`src/rtl/store_align_unit_if.sv`:
```
`default_nettype none
// ============================================================================
//  Module   : store_align_unit_if
//  Brief    : Request and memory-bus bundle for store_align_unit.
//             master = the alignment unit, slave = requester/memory side.
//  Revision : 1.0  initial release
// ============================================================================
interface store_align_unit_if #(
    parameter int DATA_W = 32,
    parameter int ADDR_W = 32
);
    localparam int BYTES = DATA_W / 8;

    logic              req_valid;
    logic              req_ready;
    logic [1:0]        req_size;
    logic [ADDR_W-1:0] req_addr;
    logic [DATA_W-1:0] req_wdata;
    logic              bus_valid;
    logic              bus_ready;
    logic [ADDR_W-1:0] bus_addr;
    logic [BYTES-1:0]  bus_be;
    logic [DATA_W-1:0] bus_wdata;
    logic              store_done;
    logic              misalign_exc;

    modport master (
        input  req_valid, req_size, req_addr, req_wdata, bus_ready,
        output req_ready, bus_valid, bus_addr, bus_be, bus_wdata,
               store_done, misalign_exc
    );

    modport slave (
        output req_valid, req_size, req_addr, req_wdata, bus_ready,
        input  req_ready, bus_valid, bus_addr, bus_be, bus_wdata,
               store_done, misalign_exc
    );
endinterface
`default_nettype wire

```
`src/rtl/store_align_unit.sv`:
```
`default_nettype none
// ============================================================================
//  Module   : store_align_unit
//  Brief    : Accepts one store request (size, byte address, right-justified
//             data) and issues registered, lane-aligned bus beats. Illegal
//             requests are rejected with a one-cycle misalign_exc pulse.
//             Optional macro SAU_SPLIT_MISALIGNED_EN: misaligned stores are
//             legal and word-crossing ones are split into two beats.
//  Revision : 1.0  initial release
// ============================================================================
module store_align_unit #(
    parameter int DATA_W = 32,
    parameter int ADDR_W = 32
) (
    input  wire logic          clk,
    input  wire logic          reset,
    store_align_unit_if.master bus
);
    localparam int BYTES = DATA_W / 8;
    localparam int OFF_W = $clog2(BYTES);
`ifdef SAU_SPLIT_MISALIGNED_EN
    localparam int SPAN  = 2;   // shifted request can spill into the next word
`else
    localparam int SPAN  = 1;   // legal requests never cross a word
`endif

    typedef enum logic [2:0] {
        S_IDLE  = 3'd0,
        S_BEAT0 = 3'd1,
        S_BEAT1 = 3'd2,
        S_DONE  = 3'd3,
        S_EXC   = 3'd4
    } state_t;

    state_t              state_q, state_d;
    logic                alive_q;
    logic                bus_valid_q, bus_valid_d;
    logic [ADDR_W-1:0]   bus_addr_q, bus_addr_d;
    logic [BYTES-1:0]    bus_be_q, bus_be_d;
    logic [DATA_W-1:0]   bus_wdata_q, bus_wdata_d;
    logic                store_done_q, store_done_d;
    logic                exc_q, exc_d;
`ifdef SAU_SPLIT_MISALIGNED_EN
    logic                split_q, split_d;
    logic [BYTES-1:0]    be1_q, be1_d;
    logic [DATA_W-1:0]   wdata1_q, wdata1_d;
    logic                w_split;
`endif

    logic [OFF_W-1:0]        w_off;
    logic [ADDR_W-1:0]       w_base;
    logic                    w_size_ill;
    logic                    w_misaligned;
    logic                    w_illegal;
    logic                    w_accept;
    logic [BYTES-1:0]        w_be_n;
    logic [DATA_W-1:0]       w_mask;
    logic [SPAN*BYTES-1:0]   w_be_sh;
    logic [SPAN*DATA_W-1:0]  w_data_sh;

    assign w_off    = bus.req_addr[OFF_W-1:0];
    assign w_base   = {bus.req_addr[ADDR_W-1:OFF_W], {OFF_W{1'b0}}};
    assign w_accept = bus.req_valid && alive_q && (state_q == S_IDLE);

    // Decode the incoming request: legality, lane enables and shifted data
    always_comb begin
        w_be_n = '0;
        w_mask = '0;
        for (int i = 0; i < BYTES; i++) begin
            if (i < (1 << bus.req_size)) begin
                w_be_n[i]        = 1'b1;
                w_mask[8*i +: 8] = 8'hFF;
            end
        end
        w_size_ill = (32'(bus.req_size) > OFF_W);
        case (bus.req_size)
            2'd1:    w_misaligned = bus.req_addr[0];
            2'd2:    w_misaligned = |bus.req_addr[1:0];
            2'd3:    w_misaligned = |bus.req_addr[2:0];
            default: w_misaligned = 1'b0;
        endcase
        w_be_sh   = (SPAN*BYTES)'(w_be_n) << w_off;
        w_data_sh = (SPAN*DATA_W)'(bus.req_wdata & w_mask) << {w_off, 3'b000};
`ifdef SAU_SPLIT_MISALIGNED_EN
        w_split   = |w_be_sh[2*BYTES-1:BYTES];
        w_illegal = w_size_ill;
`else
        w_illegal = w_size_ill || w_misaligned;
`endif
    end

    // Next-state and next-output logic; outputs are registered from here
    always_comb begin
        state_d      = state_q;
        bus_valid_d  = bus_valid_q;
        bus_addr_d   = bus_addr_q;
        bus_be_d     = bus_be_q;
        bus_wdata_d  = bus_wdata_q;
        store_done_d = 1'b0;
        exc_d        = 1'b0;
`ifdef SAU_SPLIT_MISALIGNED_EN
        split_d      = split_q;
        be1_d        = be1_q;
        wdata1_d     = wdata1_q;
`endif
        case (state_q)
            S_IDLE: begin
                if (w_accept) begin
                    if (w_illegal) begin
                        state_d = S_EXC;
                        exc_d   = 1'b1;
                    end else begin
                        state_d     = S_BEAT0;
                        bus_valid_d = 1'b1;
                        bus_addr_d  = w_base;
                        bus_be_d    = w_be_sh[BYTES-1:0];
                        bus_wdata_d = w_data_sh[DATA_W-1:0];
`ifdef SAU_SPLIT_MISALIGNED_EN
                        split_d     = w_split;
                        be1_d       = w_be_sh[2*BYTES-1:BYTES];
                        wdata1_d    = w_data_sh[2*DATA_W-1:DATA_W];
`endif
                    end
                end
            end
            S_BEAT0, S_BEAT1: begin
                if (bus.bus_ready) begin
`ifdef SAU_SPLIT_MISALIGNED_EN
                    if (state_q == S_BEAT0 && split_q) begin
                        state_d     = S_BEAT1;
                        bus_addr_d  = bus_addr_q + ADDR_W'(BYTES);
                        bus_be_d    = be1_q;
                        bus_wdata_d = wdata1_q;
                    end else begin
`else
                    begin
`endif
                        state_d      = S_DONE;
                        bus_valid_d  = 1'b0;
                        bus_addr_d   = '0;
                        bus_be_d     = '0;
                        bus_wdata_d  = '0;
                        store_done_d = 1'b1;
                    end
                end
            end
            S_DONE:  state_d = S_IDLE;
            S_EXC:   state_d = S_IDLE;
            default: state_d = S_IDLE;
        endcase
    end

    // State and registered outputs; reset abandons any pending beats
    always_ff @(posedge clk or posedge reset) begin
        if (reset) begin
            state_q      <= S_IDLE;
            alive_q      <= 1'b0;
            bus_valid_q  <= 1'b0;
            bus_addr_q   <= '0;
            bus_be_q     <= '0;
            bus_wdata_q  <= '0;
            store_done_q <= 1'b0;
            exc_q        <= 1'b0;
`ifdef SAU_SPLIT_MISALIGNED_EN
            split_q      <= 1'b0;
            be1_q        <= '0;
            wdata1_q     <= '0;
`endif
        end else begin
            state_q      <= state_d;
            alive_q      <= 1'b1;
            bus_valid_q  <= bus_valid_d;
            bus_addr_q   <= bus_addr_d;
            bus_be_q     <= bus_be_d;
            bus_wdata_q  <= bus_wdata_d;
            store_done_q <= store_done_d;
            exc_q        <= exc_d;
`ifdef SAU_SPLIT_MISALIGNED_EN
            split_q      <= split_d;
            be1_q        <= be1_d;
            wdata1_q     <= wdata1_d;
`endif
        end
    end

    assign bus.req_ready    = alive_q && (state_q == S_IDLE);
    assign bus.bus_valid    = bus_valid_q;
    assign bus.bus_addr     = bus_addr_q;
    assign bus.bus_be       = bus_be_q;
    assign bus.bus_wdata    = bus_wdata_q;
    assign bus.store_done   = store_done_q;
    assign bus.misalign_exc = exc_q;

endmodule
`default_nettype wire

```
`src/flat_wrapper.sv`:
```
// flat-port wrapper written by rule: the top's interface ports become plain ports
module store_align_unit_flat 
#(
    parameter int DATA_W = 32,
    parameter int ADDR_W = 32
)
  (clk, reset, bus_req_valid, bus_req_size, bus_req_addr, bus_req_wdata, bus_bus_ready, bus_req_ready, bus_bus_valid, bus_bus_addr, bus_bus_be, bus_bus_wdata, bus_store_done, bus_misalign_exc);
  store_align_unit_if #(.DATA_W(DATA_W), .ADDR_W(ADDR_W)) bus_i ();
  input  wire logic clk;
  input  wire logic reset;
  input wire logic [$bits(bus_i.req_valid)-1:0] bus_req_valid;
  input wire logic [$bits(bus_i.req_size)-1:0] bus_req_size;
  input wire logic [$bits(bus_i.req_addr)-1:0] bus_req_addr;
  input wire logic [$bits(bus_i.req_wdata)-1:0] bus_req_wdata;
  input wire logic [$bits(bus_i.bus_ready)-1:0] bus_bus_ready;
  output wire logic [$bits(bus_i.req_ready)-1:0] bus_req_ready;
  output wire logic [$bits(bus_i.bus_valid)-1:0] bus_bus_valid;
  output wire logic [$bits(bus_i.bus_addr)-1:0] bus_bus_addr;
  output wire logic [$bits(bus_i.bus_be)-1:0] bus_bus_be;
  output wire logic [$bits(bus_i.bus_wdata)-1:0] bus_bus_wdata;
  output wire logic [$bits(bus_i.store_done)-1:0] bus_store_done;
  output wire logic [$bits(bus_i.misalign_exc)-1:0] bus_misalign_exc;
  assign bus_i.req_valid = bus_req_valid;
  assign bus_i.req_size = bus_req_size;
  assign bus_i.req_addr = bus_req_addr;
  assign bus_i.req_wdata = bus_req_wdata;
  assign bus_i.bus_ready = bus_bus_ready;
  assign bus_req_ready = bus_i.req_ready;
  assign bus_bus_valid = bus_i.bus_valid;
  assign bus_bus_addr = bus_i.bus_addr;
  assign bus_bus_be = bus_i.bus_be;
  assign bus_bus_wdata = bus_i.bus_wdata;
  assign bus_store_done = bus_i.store_done;
  assign bus_misalign_exc = bus_i.misalign_exc;
  store_align_unit #(.DATA_W(DATA_W), .ADDR_W(ADDR_W)) u_core (.clk(clk), .reset(reset), .bus(bus_i));
endmodule
```
`config.mk`:
```
export PLATFORM = sky130hd
export DESIGN_NAME = store_align_unit_flat
export DESIGN_NICKNAME = d
export VERILOG_FILES = /design/src/rtl/store_align_unit_if.sv /design/src/rtl/store_align_unit.sv /design/src/flat_wrapper.sv
export SDC_FILE = /design/constraint.sdc
export NUM_CORES = 1
export LEC_CHECK = 0
export BUFFER_PORTS_ARGS = -buffer_cell sky130_fd_sc_hd__buf_2
export CAP_MARGIN = 20
export CORE_ASPECT_RATIO = 1.2
export CORE_MARGIN = 2
export CORE_UTILIZATION = 44
export DETAILED_ROUTE_END_ITERATION = 12
export PLACE_DENSITY_LB_ADDON = 0.1
export REMOVE_ABC_BUFFERS = 1
export SYNTH_ARGS = -nofsm -noshare
export SYNTH_HDL_FRONTEND = slang
export SYNTH_SLANG_ARGS = --single-unit
```
`constraint.sdc`:
```
create_clock -name clk -period 2.2 [get_ports clk]
set_input_delay 0.44 -clock clk [delete_from_list [all_inputs] [get_ports clk]]
set_output_delay 0.44 -clock clk [all_outputs]
set_load 0.03 [all_outputs]
```
Word level (Yosys, flattened, before mapping)

Cells that the tools add are included.

Shift-type cells: 3
Order comparisons: 5
Multiplexer cells: 33
Bitwise gates (word level): 1
Equal/unequal tests: 8
Reduce and logical (&&, ||, !) cells: 11

Operator list:

| cell                   | count |
|---|---|
| $mux W32               | 5 |
| $pmux W32 S2           | 2 |
| $lt A3 B32 Y1 const A  | 2 |
| $and A32 B32 Y32       | 1 |
| $lt A1 B32 Y1 const A  | 1 |
| $lt A2 B32 Y1 const A  | 1 |
| $mux W8                | 4 |
| $shl A1 B2 Y32 const A | 1 |
| $shl A32 B5 Y32        | 1 |
| $mux W1                | 12 |
| $mux W4                | 3 |
| $mux W3                | 3 |
| $pmux W4 S2            | 1 |
| $pmux W3 S2            | 1 |
| $eq A2 B2 Y1 const B   | 2 |
| $ne A2 B2 Y1 const B   | 2 |
| $reduce_and A4 Y1      | 1 |
| $reduce_or A2 Y1       | 2 |
| $shl A4 B2 Y4          | 1 |
| $eq A3 B1 Y1 const B   | 1 |
| $eq A3 B2 Y1 const B   | 1 |
| $logic_and A1 B1 Y1    | 3 |
| $logic_not A3 Y1       | 1 |
| $pmux W1 S3            | 1 |
| 8 further kinds        | 8 |

Input port bits: 70
Bits in registers: 75

Logic depth before layout (Yosys ltp)

Gate-level depths: netlist of run 1.

Depth in word-level cells: 8
Mapped depth: 7
Gate-level depth less buffers: 4

Worst setup path before layout of run 1

OpenSTA, ideal clock, no wires.

Path kind: register to register
Start: register u_core.state_q[0]
End: register u_core.bus_wdata_q[10], in the netlist u_core.bus.bus_wdata[10]
Path buffers: 2
Period minus slack after synthesis: 1.910 ns
Library setup time: 0.120 ns
Cell stages (with the launch flop): 7
Data arrival time: 1.791 ns
Slack: 0.290 ns
Cell sequence: dfrtp_1 -> nor4b_4 -> nand2_2 -> or2_1 -> buf_4 -> buf_6 -> a31o_1

Longest elaborated chain between the ends: 4
Elaborated cells between the ends (all ways): 11
Classes of those cells: eq/ne (5); mux (1); reduce/logical (5)

Ends and longest elaborated chain:

| item                                                           | line                                            | source |
|---|---|---|
| start, declared                                                | store_align_unit.sv:35                          | `state_t state_q, state_d;` |
| start signal, assigned                                         | store_align_unit.sv:170                         | `state_q <= state_d;` |
| $eq A3 B1 Y1 (tied with other cells)                           | store_align_unit.sv:106                         | `case (state_q)` |
| $reduce_or A2 Y1 / $logic_and A1 B1 Y1 (equally long branches) | store_align_unit.sv:106, store_align_unit.sv:63 |  |
| $ne A2 B2 Y1 (no source line) (tied with other cells)          | --                                              |  |
| $reduce_and A4 Y1 (no source line)                             | --                                              |  |
| end signal, assigned                                           | store_align_unit.sv:175                         | `bus_wdata_q <= bus_wdata_d;` |
| end, declared                                                  | store_align_unit.sv:40                          | `logic [DATA_W-1:0] bus_wdata_q, bus_wdata_d;` |

Several ways; a longest one is shown, not always the timed one.
A chain may end at the register's enable or synchronous reset.

Worst setup path in the final report of run 1

Start: register u_core.state_q[0]
End: register u_core.bus_be_q[1], in the netlist u_core.bus.bus_be[1]

Longest elaborated chain between the ends: 4
Elaborated cells between the ends (all ways): 11
Classes of those cells: eq/ne (5); mux (1); reduce/logical (5)

Ends and longest elaborated chain:

| item                                                           | line                                            | source |
|---|---|---|
| $eq A3 B1 Y1 (tied with other cells)                           | store_align_unit.sv:106                         |  |
| $reduce_or A2 Y1 / $logic_and A1 B1 Y1 (equally long branches) | store_align_unit.sv:106, store_align_unit.sv:63 |  |
| $ne A2 B2 Y1 (no source line) (tied with other cells)          | --                                              |  |
| $reduce_and A4 Y1 (no source line)                             | --                                              |  |
| end signal, assigned                                           | store_align_unit.sv:174                         | `bus_be_q <= bus_be_d;` |
| end, declared                                                  | store_align_unit.sv:39                          | `logic [BYTES-1:0] bus_be_q, bus_be_d;` |

Several ways; a longest one is shown, not always the timed one.

==> flow_summary.yaml, run 1 <==
global_routing:
  grt_start_max_net_pins: 70
  grt_pass1_wl_mm: 15.9
  overflow: 0
  first_global_vias: 3155
  grt_usage_pct: 22.7
  antenna_found_initial: 0
cts:
  cts_hold_buf: 0
  h-tree-depth: 3
  tritoncts: "yes"
  clkTransAtPathRegs_ps: 70
  cts_buffer_depth: 2
  cts_num_sinks: 73
  numCtsBuffers: 9
  cts_resized: 0
  cts-root-buf: "clkbuf_8"
  post-cts-setup-buffer-count: 0
  clock_latency_ps: 350
synthesis:
  synthArstFlopShare_pct: 100
  ys_dominant_reg_cell: "dfrtp_1"
  synth.yosys.warnings: 0
  synth_top_area_share_pct: 50.5
  synth_common_cells: "dfrtp_1, o211ai_1, o21ai_0"
  netlist_instances: 367
  avgSynthCellArea_sq_um: 9.85
  synth_edf_count: 0
  yosysUniqueCellTypes: 38
  ys_ff_latch: 73
  synth_area_leaders: "dfrtp_1, o211ai_1, o21ai_0"
  synth_largest_area_cell: "dfrtp_1"
  ys_seq_area_share_pct: 50.5
  synth.most_common_cell: "dfrtp_1"
  syn_area_sq_um: 3620
timing:
  tightestPinTransition_ps: 715
  finalCritPeriodShare_pct: 88.9
  tns_ps: 0
  finalSetupViolCount: 0
  max_freq_mhz: 511
  finalWorstSetupSlack_ps: 244
  drv_slew: 0
  skew_ps: 5.46
  relSlewSlack_pct: 52.2
  rsz0062_at_grt: "false"
  whs_ps: 117
  min_period_ps: 1960
  timing.final.hold_violations: 0
pwr:
  power.density_nw_per_um2: 1100
  p_leak_nw: 2.49
  vdd_drop_max_uv: 524
place:
  place_ws_ps: 239
  numPortBuffers: 139
  gp_congestion: 0.823
  dp_hpwl_mm: 6.62
routing:
  ant_nets: 0
  routed_wl_mm: 9.96
  drc: 0
  drtIter0Drc: 133
  dr.pass1.iters: 4
  routedWlPerCell_microns: 16.9
  vias: 3302
  via_per_inst: 5.61
worst_setup_path:
  path_class: "flip-flop to flip-flop"
  cp-start-kind: "flip-flop"
  r2r-start: "u_core.state_q[0]"
  r2r_cells: 5
  ff2ff_setup_slack_ps: 240
  cp-end-kind: "flip-flop"
  critPathMaxFanout: 18
  arrival_ps: 2200
  reg2reg_to: "u_core.bus.bus_be[1]"
  cp.required_ps: 2440
die:
  die_w_microns: 86.8
  start_util_pct: 44.8
  coreArea_sq_um: 8060
  dieArea_sq_um: 8960
  dieHeight_microns: 103
  rows: 36
  io_pins: 142
final_layout:
  syn_to_final_growth_pct: 26.6
  fillers: 760
  antenna_cells: 0
  drive_above_1_share_pct: 35.0
  nNetsFinal: 560
  fin_util_pct: 56.8
status:
  status: "finished, final reports clean"
min_path:
  worstHoldPathType: "input port to asynchronous set/reset pin"
run:
  drv_cap: 0
state kept, by name (all words and copies together), names as in the netlist:
register,cells
u_core.alive_q,1
u_core.bus.bus_addr,30
u_core.bus.bus_be,4
u_core.bus.bus_valid,1
u_core.bus.bus_wdata,32
u_core.bus.misalign_exc,1
u_core.bus.store_done,1
u_core.state_q,3
how the worst max path moves through the flow:
| stage | start | endpoint | slack (ps) | cells past startpoint |
|---|---|---|---|---|
| 2_1_floorplan | bus_req_addr[0] | u_core.state_q[0] | -1190 | 4 |
| 3_3_place_gp | bus_req_size[0] | u_core.bus.bus_be[2] | 280 | 6 |
| 3_5_place_dp | u_core.state_q[0] | u_core.bus.bus_wdata[13] | 240 | 5 |
| 4_1_cts | u_core.state_q[0] | u_core.bus.bus_wdata[13] | 240 | 5 |
| 5_1_grt | u_core.state_q[0] | u_core.bus.bus_wdata[13] | 120 | 5 |
| 6_report | u_core.state_q[0] | u_core.bus.bus_be[1] | 240 | 5 |
area by class of cell:
type	count	area, sq um	share of cell area (%)
clock buffer	12	135	2.95
clock inverter	3	42.5	0.929
inverter	34	129	2.82
multi-input combinational	222	1480	32.4
sequential	73	1830	39.9
tap	95	119	2.60
timing repair buffer	150	841	18.4
worst max-delay path, stage by stage, from the launching register on:
cell	delay (ps)
dfrtp_1	420
nor4b_4	370
nand2_2	230
or2_2	410
buf_12	180
a31o_2	230
power breakdown:
| group | internal [mW] | total (mW) | switching (mW) | leakage [nW] |
|---|---|---|---|---|
| Sequential | 1.71 | 1.91 | 0.199 | 0.989 |
| Clock | 0.518 | 1.01 | 0.497 | 0.0864 |
| Combinational | 0.644 | 2.11 | 1.46 | 1.41 |
| Total | 2.87 | 5.03 | 2.16 | 2.49 |
stage by stage:
step	total power, mW	instances	area, sq um
2_1_floorplan	3.30	329	3420
3_3_place_gp	4.03	574	4400
3_5_place_dp	4.06	574	4400
4_1_cts	5.09	589	4580
5_1_grt	5.35	589	4580
6_report	5.03	589	4580
placed cells by master (no fill, tap or decap), types with 9 or more instances in the layout:
cell,n
o211ai_1,50
clkbuf_8,9
buf_2,139
nor4_1,9
o21ai_0,46
inv_1,32
nand2_1,12
dfrtp_1,73
cell families (layout without fill, tap and decap cells):
group | count (synthesis) | after routing | synth area share (%)
compound gates | 164 | 164 | 30.7
mux | 8 | 8 | 2.21
flops | 73 | 73 | 50.5
buf+inv | 73 | 199 | 9.07
other cells | 2 | 3 | 0.208
simple gates | 47 | 47 | 7.34
per-layer routing:
layer	GRT usage [%]	up-vias	wire length [microns]	part of all wire [%]
li1	-	1577	-	-
met1	30.1	1584	4460	45
met2	35.9	124	4690	47
met3	4.13	17	562	5.6
met4	11.4	0	256	2.6
met5	0	-	0	0
Note: power is estimated with default switching activity, not from simulation.
==> run 2, diff against run 1 <==
Settings changed: MAX_ROUTING_LAYER set to met4.
==> run 2 against run 1 <==
Against the previous run: non-clock buffer count unchanged; worst hold slack about the same; critical path depth unchanged; sequential power about the same; clock power hardly changed; critical endpoint unchanged; final cell count did not move; die area unchanged.
==> flow_summary.yaml, run 2 (synthesis gave the netlist of run 1 again) <==
status:
  status: "finished, final reports clean"
worst_setup_path:
  path_class: "flip-flop to flip-flop"
  cp.depth: 5
  critPathMaxStageDelay_ps: 420
  cp-start-kind: "flip-flop"
  crit_slowest_cell: "dfrtp_1"
  r2r_cells: 5
  arrival_ps: 2200
  critPathBufInv: 1
  crit_family: "simple AND/OR/NAND/NOR gates"
  r2r-start: "u_core.state_q[0]"
  cp-end-kind: "flip-flop"
  critPathMaxFanout: 18
  ff2ff_setup_slack_ps: 240
  crit_path_cell_trace: "nor4b_4 > nand2_2 > or2_2 > buf_12 > a31o_2"
  reg2reg_to: "u_core.bus.bus_be[1]"
  cp.required_ps: 2440
routing:
  routedWlPerCell_microns: 16.9
  routed_wl_mm: 9.96
  ant_nets: 0
  dr.pass1.iters: 4
  via_per_inst: 5.58
  drc: 0
  drtIter0Drc: 147
  vias: 3289
global_routing:
  grt_pass1_wl_mm: 15.9
  grt_start_max_net_pins: 70
  overflow: 0
  first_global_vias: 3155
  antenna_found_initial: 0
  grt_usage_pct: 23.5
die:
  die_w_microns: 86.8
  coreArea_sq_um: 8060
  dieHeight_microns: 103
  rows: 36
  io_pins: 142
  dieArea_sq_um: 8960
  start_util_pct: 44.8
cts:
  cts_hold_buf: 0
  h-tree-depth: 3
  cts_resized: 0
  clock_latency_ps: 350
  cts-root-buf: "clkbuf_8"
  cts_num_sinks: 73
  numCtsBuffers: 9
  clkTransAtPathRegs_ps: 70
  post-cts-setup-buffer-count: 0
  tritoncts: "yes"
  cts_buffer_depth: 2
timing:
  skew_ps: 5.50
  min_period_ps: 1960
  drv_slew: 0
  timing.final.hold_violations: 0
  finalCritPeriodShare_pct: 89.3
  relSlewSlack_pct: 52.2
  finalSetupViolCount: 0
  tns_ps: 0
  max_freq_mhz: 509
  rsz0062_at_grt: "false"
  tightestPinTransition_ps: 714
final_layout:
  syn_to_final_growth_pct: 26.6
  final_common_cell: "buf_2"
  fillers: 760
  nNetsFinal: 560
  drive_above_1_share_pct: 35.0
  multi_input_area_sq_um: 1480
  antenna_cells: 0
  layout_common_cells: "buf_2, dfrtp_1, o211ai_1"
  fin_util_pct: 56.8
  ff_latch_area_sq_um: 1830
  largest_reg_flops: 32
place:
  gp_congestion: 0.836
  dp_hpwl_mm: 6.62
  numPortBuffers: 139
min_path:
  worstHoldPathType: "input port to asynchronous set/reset pin"
run:
  drv_cap: 0
pwr:
  power.density_nw_per_um2: 1100
  p_leak_nw: 2.49
  vdd_drop_max_uv: 524
-- run 2: cell counts in the layout (fill, tap and decap cells not counted) --
No cell type changed its count.
-- run 2: area by class of cell --
type	count	share of cell area (%)
clock buffer	12	2.95
clock inverter	3	0.929
inverter	34	2.82
multi-input combinational	222	32.4
sequential	73	39.9
tap	95	2.60
timing repair buffer	150	18.4
-- run 2: worst max path at each step --
stage / startpoint / end
floorplan: bus_req_addr[0] / u_core.state_q[0]
global placement: bus_req_size[0] / u_core.bus.bus_be[2]
detailed placement: u_core.state_q[0] / u_core.bus.bus_wdata[13]
CTS: u_core.state_q[0] / u_core.bus.bus_wdata[13]
global route: u_core.state_q[0] / u_core.bus.bus_wdata[13]
finish: u_core.state_q[0] / u_core.bus.bus_be[1]
-- run 2: power breakdown --
group	switching, mW	internal [mW]	total [mW]
clock network	0.498	0.518	1.02
logic	1.46	0.644	2.10
registers	0.200	1.71	1.91
-- run 2: layer usage --
| layer | vias up | routed length [microns] | share of wire, % | track usage (%) |
|---|---|---|---|---|
| met5 | - | 0 | 0 | - |
| met4 | 0 | 257 | 2.6 | 11.4 |
| met3 | 19 | 542 | 5.4 | 3.97 |
| met2 | 121 | 4750 | 48 | 35.9 |
| met1 | 1571 | 4410 | 44 | 30.4 |
| li1 | 1578 | - | - | - |
-- run 2: through the flow --
stage	setup slack, ps	total power, mW	hold slack (ps)	instances	instance area [sq um]
floorplan	-1190	3.30	491	329	3420
global route	121	5.35	146	589	4580
detailed placement	239	4.06	472	574	4400
CTS	236	5.09	122	589	4580
global placement	285	4.03	458	574	4400
finish	236	5.03	117	589	4580
